## src/rtl/mem_rr_arbiter_pkg.sv

```systemverilog
// rtl/mem_rr_arbiter_pkg.sv - shared types and constants for the memory round-robin arbiter
package mem_rr_arbiter_pkg;

    // Core count shared with the SoC top; the arbiter defaults to it.
    localparam int N_CORES = 4;

    // Watchdog counter width; covers TIMEOUT_CYC up to 65535.
    localparam int WD_W = 16;

    // Arbiter sequencing states.
    typedef enum logic [1:0] {
        ST_IDLE = 2'd0,
        ST_BUSY = 2'd1,
        ST_DONE = 2'd2
    } arb_state_t;

    // Width of a port index; a single bit is kept even for two ports.
    function automatic int idw_of(input int n);
        return (n <= 2) ? 1 : $clog2(n);
    endfunction

endpackage

```

## src/rtl/mem_rr_arbiter_rr_pick.sv

```systemverilog
// rtl/mem_rr_arbiter_rr_pick.sv - combinational rotating-priority request picker
module rr_pick
    import mem_rr_arbiter_pkg::*;
#(
    parameter int N   = N_CORES,
    parameter int IDW = idw_of(N)
) (
    input  logic [N-1:0]   req,
    input  logic [IDW-1:0] ptr,
    output logic [IDW-1:0] idx,
    output logic           any
);

    logic [IDW-1:0] cand;
    logic           found;

    // Walk ptr, ptr+1, ... (mod N) and report the first requester met.
    always_comb begin
        idx   = '0;
        any   = |req;
        cand  = ptr;
        found = 1'b0;
        for (int k = 0; k < N; k++) begin
            if (!found && req[cand]) begin
                idx   = cand;
                found = 1'b1;
            end
            cand = (cand == IDW'(N - 1)) ? '0 : cand + 1'b1;
        end
    end

endmodule

```

## src/rtl/mem_rr_arbiter.sv

```systemverilog
// rtl/mem_rr_arbiter.sv - round-robin arbiter sharing one memory target among native memory ports
module mem_rr_arbiter
    import mem_rr_arbiter_pkg::*;
#(
    parameter int          N_PORTS     = N_CORES,
    parameter int          TIMEOUT_CYC = 255,
    parameter logic [31:0] ERR_RDATA   = 32'h0000_0000,
    localparam int         IDW         = idw_of(N_PORTS)
) (
    input  logic                   clk,
    input  logic                   reset,
    input  logic [N_PORTS-1:0]     m_valid,
    input  logic [32*N_PORTS-1:0]  m_addr,
    input  logic [32*N_PORTS-1:0]  m_wdata,
    input  logic [4*N_PORTS-1:0]   m_wstrb,
    output logic [N_PORTS-1:0]     m_ready,
    output logic [32*N_PORTS-1:0]  m_rdata,
    output logic                   s_valid,
    output logic [31:0]            s_addr,
    output logic [31:0]            s_wdata,
    output logic [3:0]             s_wstrb,
    input  logic                   s_ready,
    input  logic [31:0]            s_rdata,
    output logic [IDW-1:0]         grant_id,
    output logic                   bus_err
);

    localparam logic [WD_W-1:0] WD_LAST = WD_W'(TIMEOUT_CYC - 1);
    localparam logic [IDW-1:0]  LAST_ID = IDW'(N_PORTS - 1);

    arb_state_t      state;
    arb_state_t      state_next;
    logic [IDW-1:0]  ptr;
    logic [IDW-1:0]  pick_idx;
    logic            pick_any;
    logic [WD_W-1:0] wd;
    logic            load_req;
    logic            done_ok;
    logic            done_err;
    logic [31:0]     sel_addr;
    logic [31:0]     sel_wdata;
    logic [3:0]      sel_wstrb;

    rr_pick #(
        .N   (N_PORTS),
        .IDW (IDW)
    ) u_pick (
        .req (m_valid),
        .ptr (ptr),
        .idx (pick_idx),
        .any (pick_any)
    );

    // Route the picked core's request fields towards the target latch.
    always_comb begin
        sel_addr  = '0;
        sel_wdata = '0;
        sel_wstrb = '0;
        for (int i = 0; i < N_PORTS; i++) begin
            if (pick_idx == IDW'(i)) begin
                sel_addr  = m_addr[32*i +: 32];
                sel_wdata = m_wdata[32*i +: 32];
                sel_wstrb = m_wstrb[4*i +: 4];
            end
        end
    end

    // Sequencer state register.
    always_ff @(posedge clk) begin
        if (reset) begin
            state <= ST_IDLE;
        end else begin
            state <= state_next;
        end
    end

    // Next state plus one-cycle strobes: accept, normal completion, watchdog completion.
    always_comb begin
        state_next = state;
        load_req   = 1'b0;
        done_ok    = 1'b0;
        done_err   = 1'b0;
        case (state)
            ST_IDLE: begin
                if (pick_any) begin
                    load_req   = 1'b1;
                    state_next = ST_BUSY;
                end
            end
            ST_BUSY: begin
                if (s_ready) begin
                    done_ok    = 1'b1;
                    state_next = ST_DONE;
                end else if (wd == WD_LAST) begin
                    done_err   = 1'b1;
                    state_next = ST_DONE;
                end
            end
            ST_DONE: begin
                state_next = ST_IDLE;
            end
            default: begin
                state_next = ST_IDLE;
            end
        endcase
    end

    // Capture the winner's request; fields stay frozen until the next accept.
    always_ff @(posedge clk) begin
        if (reset) begin
            s_addr   <= '0;
            s_wdata  <= '0;
            s_wstrb  <= '0;
            grant_id <= '0;
        end else if (load_req) begin
            s_addr   <= sel_addr;
            s_wdata  <= sel_wdata;
            s_wstrb  <= sel_wstrb;
            grant_id <= pick_idx;
        end
    end

    // Target request is raised on accept and dropped on either kind of completion.
    always_ff @(posedge clk) begin
        if (reset) begin
            s_valid <= 1'b0;
        end else if (load_req) begin
            s_valid <= 1'b1;
        end else if (done_ok || done_err) begin
            s_valid <= 1'b0;
        end
    end

    // Watchdog: cleared on accept, advances only while waiting on the target.
    always_ff @(posedge clk) begin
        if (reset) begin
            wd <= '0;
        end else if (load_req) begin
            wd <= '0;
        end else if (state == ST_BUSY && !done_ok && !done_err) begin
            wd <= wd + 1'b1;
        end
    end

    // Completion pulse and read data go to the granted core only.
    always_ff @(posedge clk) begin
        if (reset) begin
            m_ready <= '0;
            m_rdata <= '0;
            bus_err <= 1'b0;
        end else begin
            m_ready <= '0;
            bus_err <= 1'b0;
            if (done_ok || done_err) begin
                bus_err <= done_err;
                for (int i = 0; i < N_PORTS; i++) begin
                    if (grant_id == IDW'(i)) begin
                        m_ready[i]         <= 1'b1;
                        m_rdata[32*i +: 32] <= done_ok ? s_rdata : ERR_RDATA;
                    end
                end
            end
        end
    end

    // After each transaction the winner drops to lowest priority.
    always_ff @(posedge clk) begin
        if (reset) begin
            ptr <= '0;
        end else if (state == ST_DONE) begin
            ptr <= (grant_id == LAST_ID) ? '0 : grant_id + 1'b1;
        end
    end

endmodule
```

## config.mk

```make
export PLATFORM = sky130hd
export DESIGN_NAME = mem_rr_arbiter
export DESIGN_NICKNAME = d
export VERILOG_FILES = /design/src/rtl/mem_rr_arbiter_pkg.sv /design/src/rtl/mem_rr_arbiter_rr_pick.sv /design/src/rtl/mem_rr_arbiter.sv
export SDC_FILE = /design/constraint.sdc
export NUM_CORES = 1
export LEC_CHECK = 0
export CORE_AREA = 2 2 202 204
export CTS_CLUSTER_SIZE = 12
export DETAILED_ROUTE_END_ITERATION = 10
export DIE_AREA = 0 0 204 206
export GPL_TIMING_DRIVEN = 0
export PLACE_DENSITY_LB_ADDON = 0.12
export SLEW_MARGIN = 20
export SYNTH_ARGS = -nofsm -noshare
export SYNTH_HDL_FRONTEND = slang
export SYNTH_SLANG_ARGS = --single-unit
export TNS_END_PERCENT = 1
```

## constraint.sdc

```tcl
create_clock -name clk -period 2.7 [get_ports clk]
set_input_delay 0.405 -clock clk [delete_from_list [all_inputs] [get_ports clk]]
set_output_delay 0.405 -clock clk [all_outputs]
set_load 0.02 [all_outputs]
```

==> flow_metrics.py <==
metrics = {
    "worst_setup_path": {
        "r2r_slack_ns": 0.15,
        "crit_path_max_fanout": 10,
        "cp-end-kind": "flip-flop",
        "crit_path_start_kind": "flip-flop",
        "crit_required_ns": 3.10,
        "cp.arrival_ns": 2.95,
        "path_class": "reg -> reg",
    },
    "layout": {
        "nNetsFinal": 1837,
        "stdcell_area_um2": 16300,
        "syn_to_final_growth_pct": 70.6,
        "stdcell_count": 2070,
        "drive_above_1_share": 0.0639,
    },
    "routing": {
        "drc": 0,
        "wl_um": 44400,
        "firstDrtPassIters": 5,
        "vias": 9711,
        "wl_per_cell_um": 21.5,
        "via_per_inst": 4.69,
        "ant_nets": 0,
        "drtIter0Drc": 447,
    },
    "global_routing": {
        "grt_max_degree": 14,
        "grt_usage": 0.202,
        "grt_pass1_vias": 9702,
        "grt_first_pass_wirelength_um": 63700,
        "busiest_layer": "met2",
        "antenna_found_initial": 5,
        "grt-ovfl-total": 0,
        "grt_util_met2": 0.357,
        "met3_usage": 0.0580,
        "met1_usage": 0.234,
    },
    "placed_design": {
        "place_ws_ns": -0.801,
        "place_congestion": 0.839,
        "placed_cells": 2023,
        "portBuffers": 512,
        "hpwlAfterDp_um": 35700,
        "placed_area_um2": 15300,
    },
    "yosys": {
        "dominantRegCellSynth": "dfxtp_1",
        "synth_edf_count": 0,
        "yosys_register_bits": 224,
        "synthCells": 979,
        "synthArstFlopShare": 0,
        "yosysWarningCount": 0,
        "syn_avg_cell_area_um2": 9.75,
        "synth_area_um2": 9550,
        "synth-seq-area-share": 0.470,
        "syn_nets": 1297,
        "synthDistinctLibCells": 40,
    },
    "timing": {
        "setup_viol": 0,
        "slew_viol_final": 0,
        "min_period_ns": 2.55,
        "slew-limit-headroom": 0.422,
        "finalCritPeriodShare": 0.944,
        "worst_slack_ns": 0.151,
        "finalClockSkew_ns": 0.0108,
        "rsz0062_at_grt": "true",
        "finalHoldViolations": 0,
        "tightestPinTransition_ns": 0.855,
        "achievable-frequency_mhz": 392,
    },
    "run": {
        "drv_cap": 0,
    },
    "clocking": {
        "htree_levels": 1,
        "cts_tree": "built",
        "clkSlewWorstSetupHoldPaths_ns": 0.06,
        "clockBufferDepth": 3,
        "ctsHoldBuffers": 0,
        "cts.sinks": 224,
        "root_buffer": "clkbuf_16",
        "clk_latency_ns": 0.54,
        "tritoncts.num_buffers": 27,
        "postCtsSetupBuffers": 0,
    },
    "power_and_ir_drop": {
        "cellLeakagePower_nw": 6.26,
        "powerDensity_nw_per_um2": 598,
        "ir_worst_vdd_mv": 0.356,
    },
    "floorplan": {
        "coreArea_um2": 40200,
        "initial_utilization": 0.238,
        "rows": 74,
        "die_w_um": 204,
        "die_y_um": 206,
        "num_io_pins": 515,
        "die-area_um2": 42000,
    },
    "min_path": {
        "hold_class": "in -> reg",
    },
    "outcome": {
        "outcome": "finished, final reports clean",
    },
}
-- registers in the layout, indices dropped and copies added, names as in the netlist --
register and cells:
s_wstrb 4, ptr 2, s_addr 32, s_valid 1, bus_err 1, m_rdata 128, state 2, s_wdata 32
wd 16, grant_id 2, m_ready 4
-- through the flow --
stage | setup TNS (ns) | util | power, mW | hold slack, ns
finish | 0 | 0.405 | 9.73 | 0.384
global route | -0.248 | 0.405 | 10.1 | 0.405
CTS | 0 | 0.404 | 9.85 | 0.383
detailed placement | -33.94 | 0.382 | 6.21 | 0.447
global placement | -30.39 | 0.382 | 6.21 | 0.445
floorplan | 0 | - | 4.86 | 0.472
-- repair_timing --
action | CTS | global route
gates cloned | 0 | 0
gates resized for setup | 18 | 16
endpoints found under the setup margin | 66 | 73
pin swaps | 0 | 1
-- layer usage --
metal / up-vias / share of wire
li1: 4689 / -
met1: 4554 / 0.39
met3: 71 / 0.084
met2: 395 / 0.49
met5: - / 0.00032
met4: 2 / 0.033
-- power breakdown --
group | internal, mW | total [mW] | leakage, nW | switching, mW
Clock | 2.13 | 3.57 | 0.420 | 1.44
Sequential | 3.53 | 3.68 | 1.82 | 0.145
Combinational | 1.23 | 2.49 | 4.02 | 1.26
Total | 6.89 | 9.73 | 6.26 | 2.84
-- worst max-delay path, cell delays in order (launching register included) --
cell      delay, ns
dfxtp_2        0.38
ha_2           0.32
nand2b_1       0.16
or4_1          0.42
nand3_1        0.10
o21ai_1        0.12
nand2_2        0.25
clkbuf_1       0.45
o221ai_1       0.20
-- worst paths after layout --
path	end	cells after the start	from
setup / recovery	s_wdata[19]	8	ptr[1]
setup reg to reg	s_wdata[19]	8	ptr[1]
hold / removal	bus_err	2	s_ready
hold reg to reg	s_addr[5]	2	s_addr[5]
-- layout by cell type (no fill, tap or decap), types with 2 or more instances in the layout --
| cell type | n |
|---|---|
| buf_2 | 5 |
| mux2i_2 | 3 |
| nor4b_1 | 3 |
| clkbuf_4 | 8 |
| clkbuf_16 | 27 |
| clkbuf_1 | 62 |
| dfxtp_1 | 223 |
| o221ai_2 | 20 |
| nand2_1 | 76 |
| a211oi_1 | 3 |
| o21a_1 | 2 |
| nor2_1 | 157 |
| a22oi_1 | 128 |
| xor2_1 | 14 |
| clkbuf_8 | 8 |
| o221ai_1 | 50 |
| buf_6 | 6 |
| nor3_1 | 4 |
| buf_1 | 2 |
| clkdlybuf4s50_1 | 512 |
| mux2_2 | 2 |
| ha_1 | 6 |
| nand2b_1 | 5 |
| nand3_1 | 6 |
| buf_4 | 8 |
| nand4_1 | 7 |
| diode_2 | 4 |
| mux2i_1 | 135 |
| nor2b_1 | 5 |
| a21oi_1 | 4 |
| and3_1 | 12 |
| inv_1 | 4 |
| and4_1 | 4 |
-- kinds of logic after synthesis --
family	share of synthesized area
and+or+nand+nor	0.128
DFF	0.470
AOI/OAI and AO/OA	0.189
muxes	0.148
buffers and inverters	0.0418
xor gates and xnor gates	0.0138
adders and majority gates	0.00918
-- cell usage after synthesis (all sizes together) (3+ instances only) --
library cell,count,area [um^2]
dfxtp,224,4480
nor2,158,593
mux2i,139,1390
a22oi,128,961
nand2,77,289
o221ai,70,738
clkbuf,59,221
buf,28,163
xor2,14,123
and3,12,75.1
ha,7,87.6
nand4,7,43.8
nand3,6,30.0
nand2b,5,31.3
nor2b,5,31.3
a21oi,4,20.0
and4,4,35.0
inv,4,15.0
nor3,4,20.0
a211oi,3,22.5
nor4b,3,26.3
-- final cells by class --
type	instances	area (um^2)
plain buffers	86	435
multi-input cells	664	4700
clock buffers	41	808
inverters	4	15.0
flip-flops and latches	224	4490
clock inverters	3	43.8
diodes	4	10.0
well taps	532	666
repair buffers	512	5120
fillers	4047	23900
Note: power is estimated with default switching activity, not from simulation.
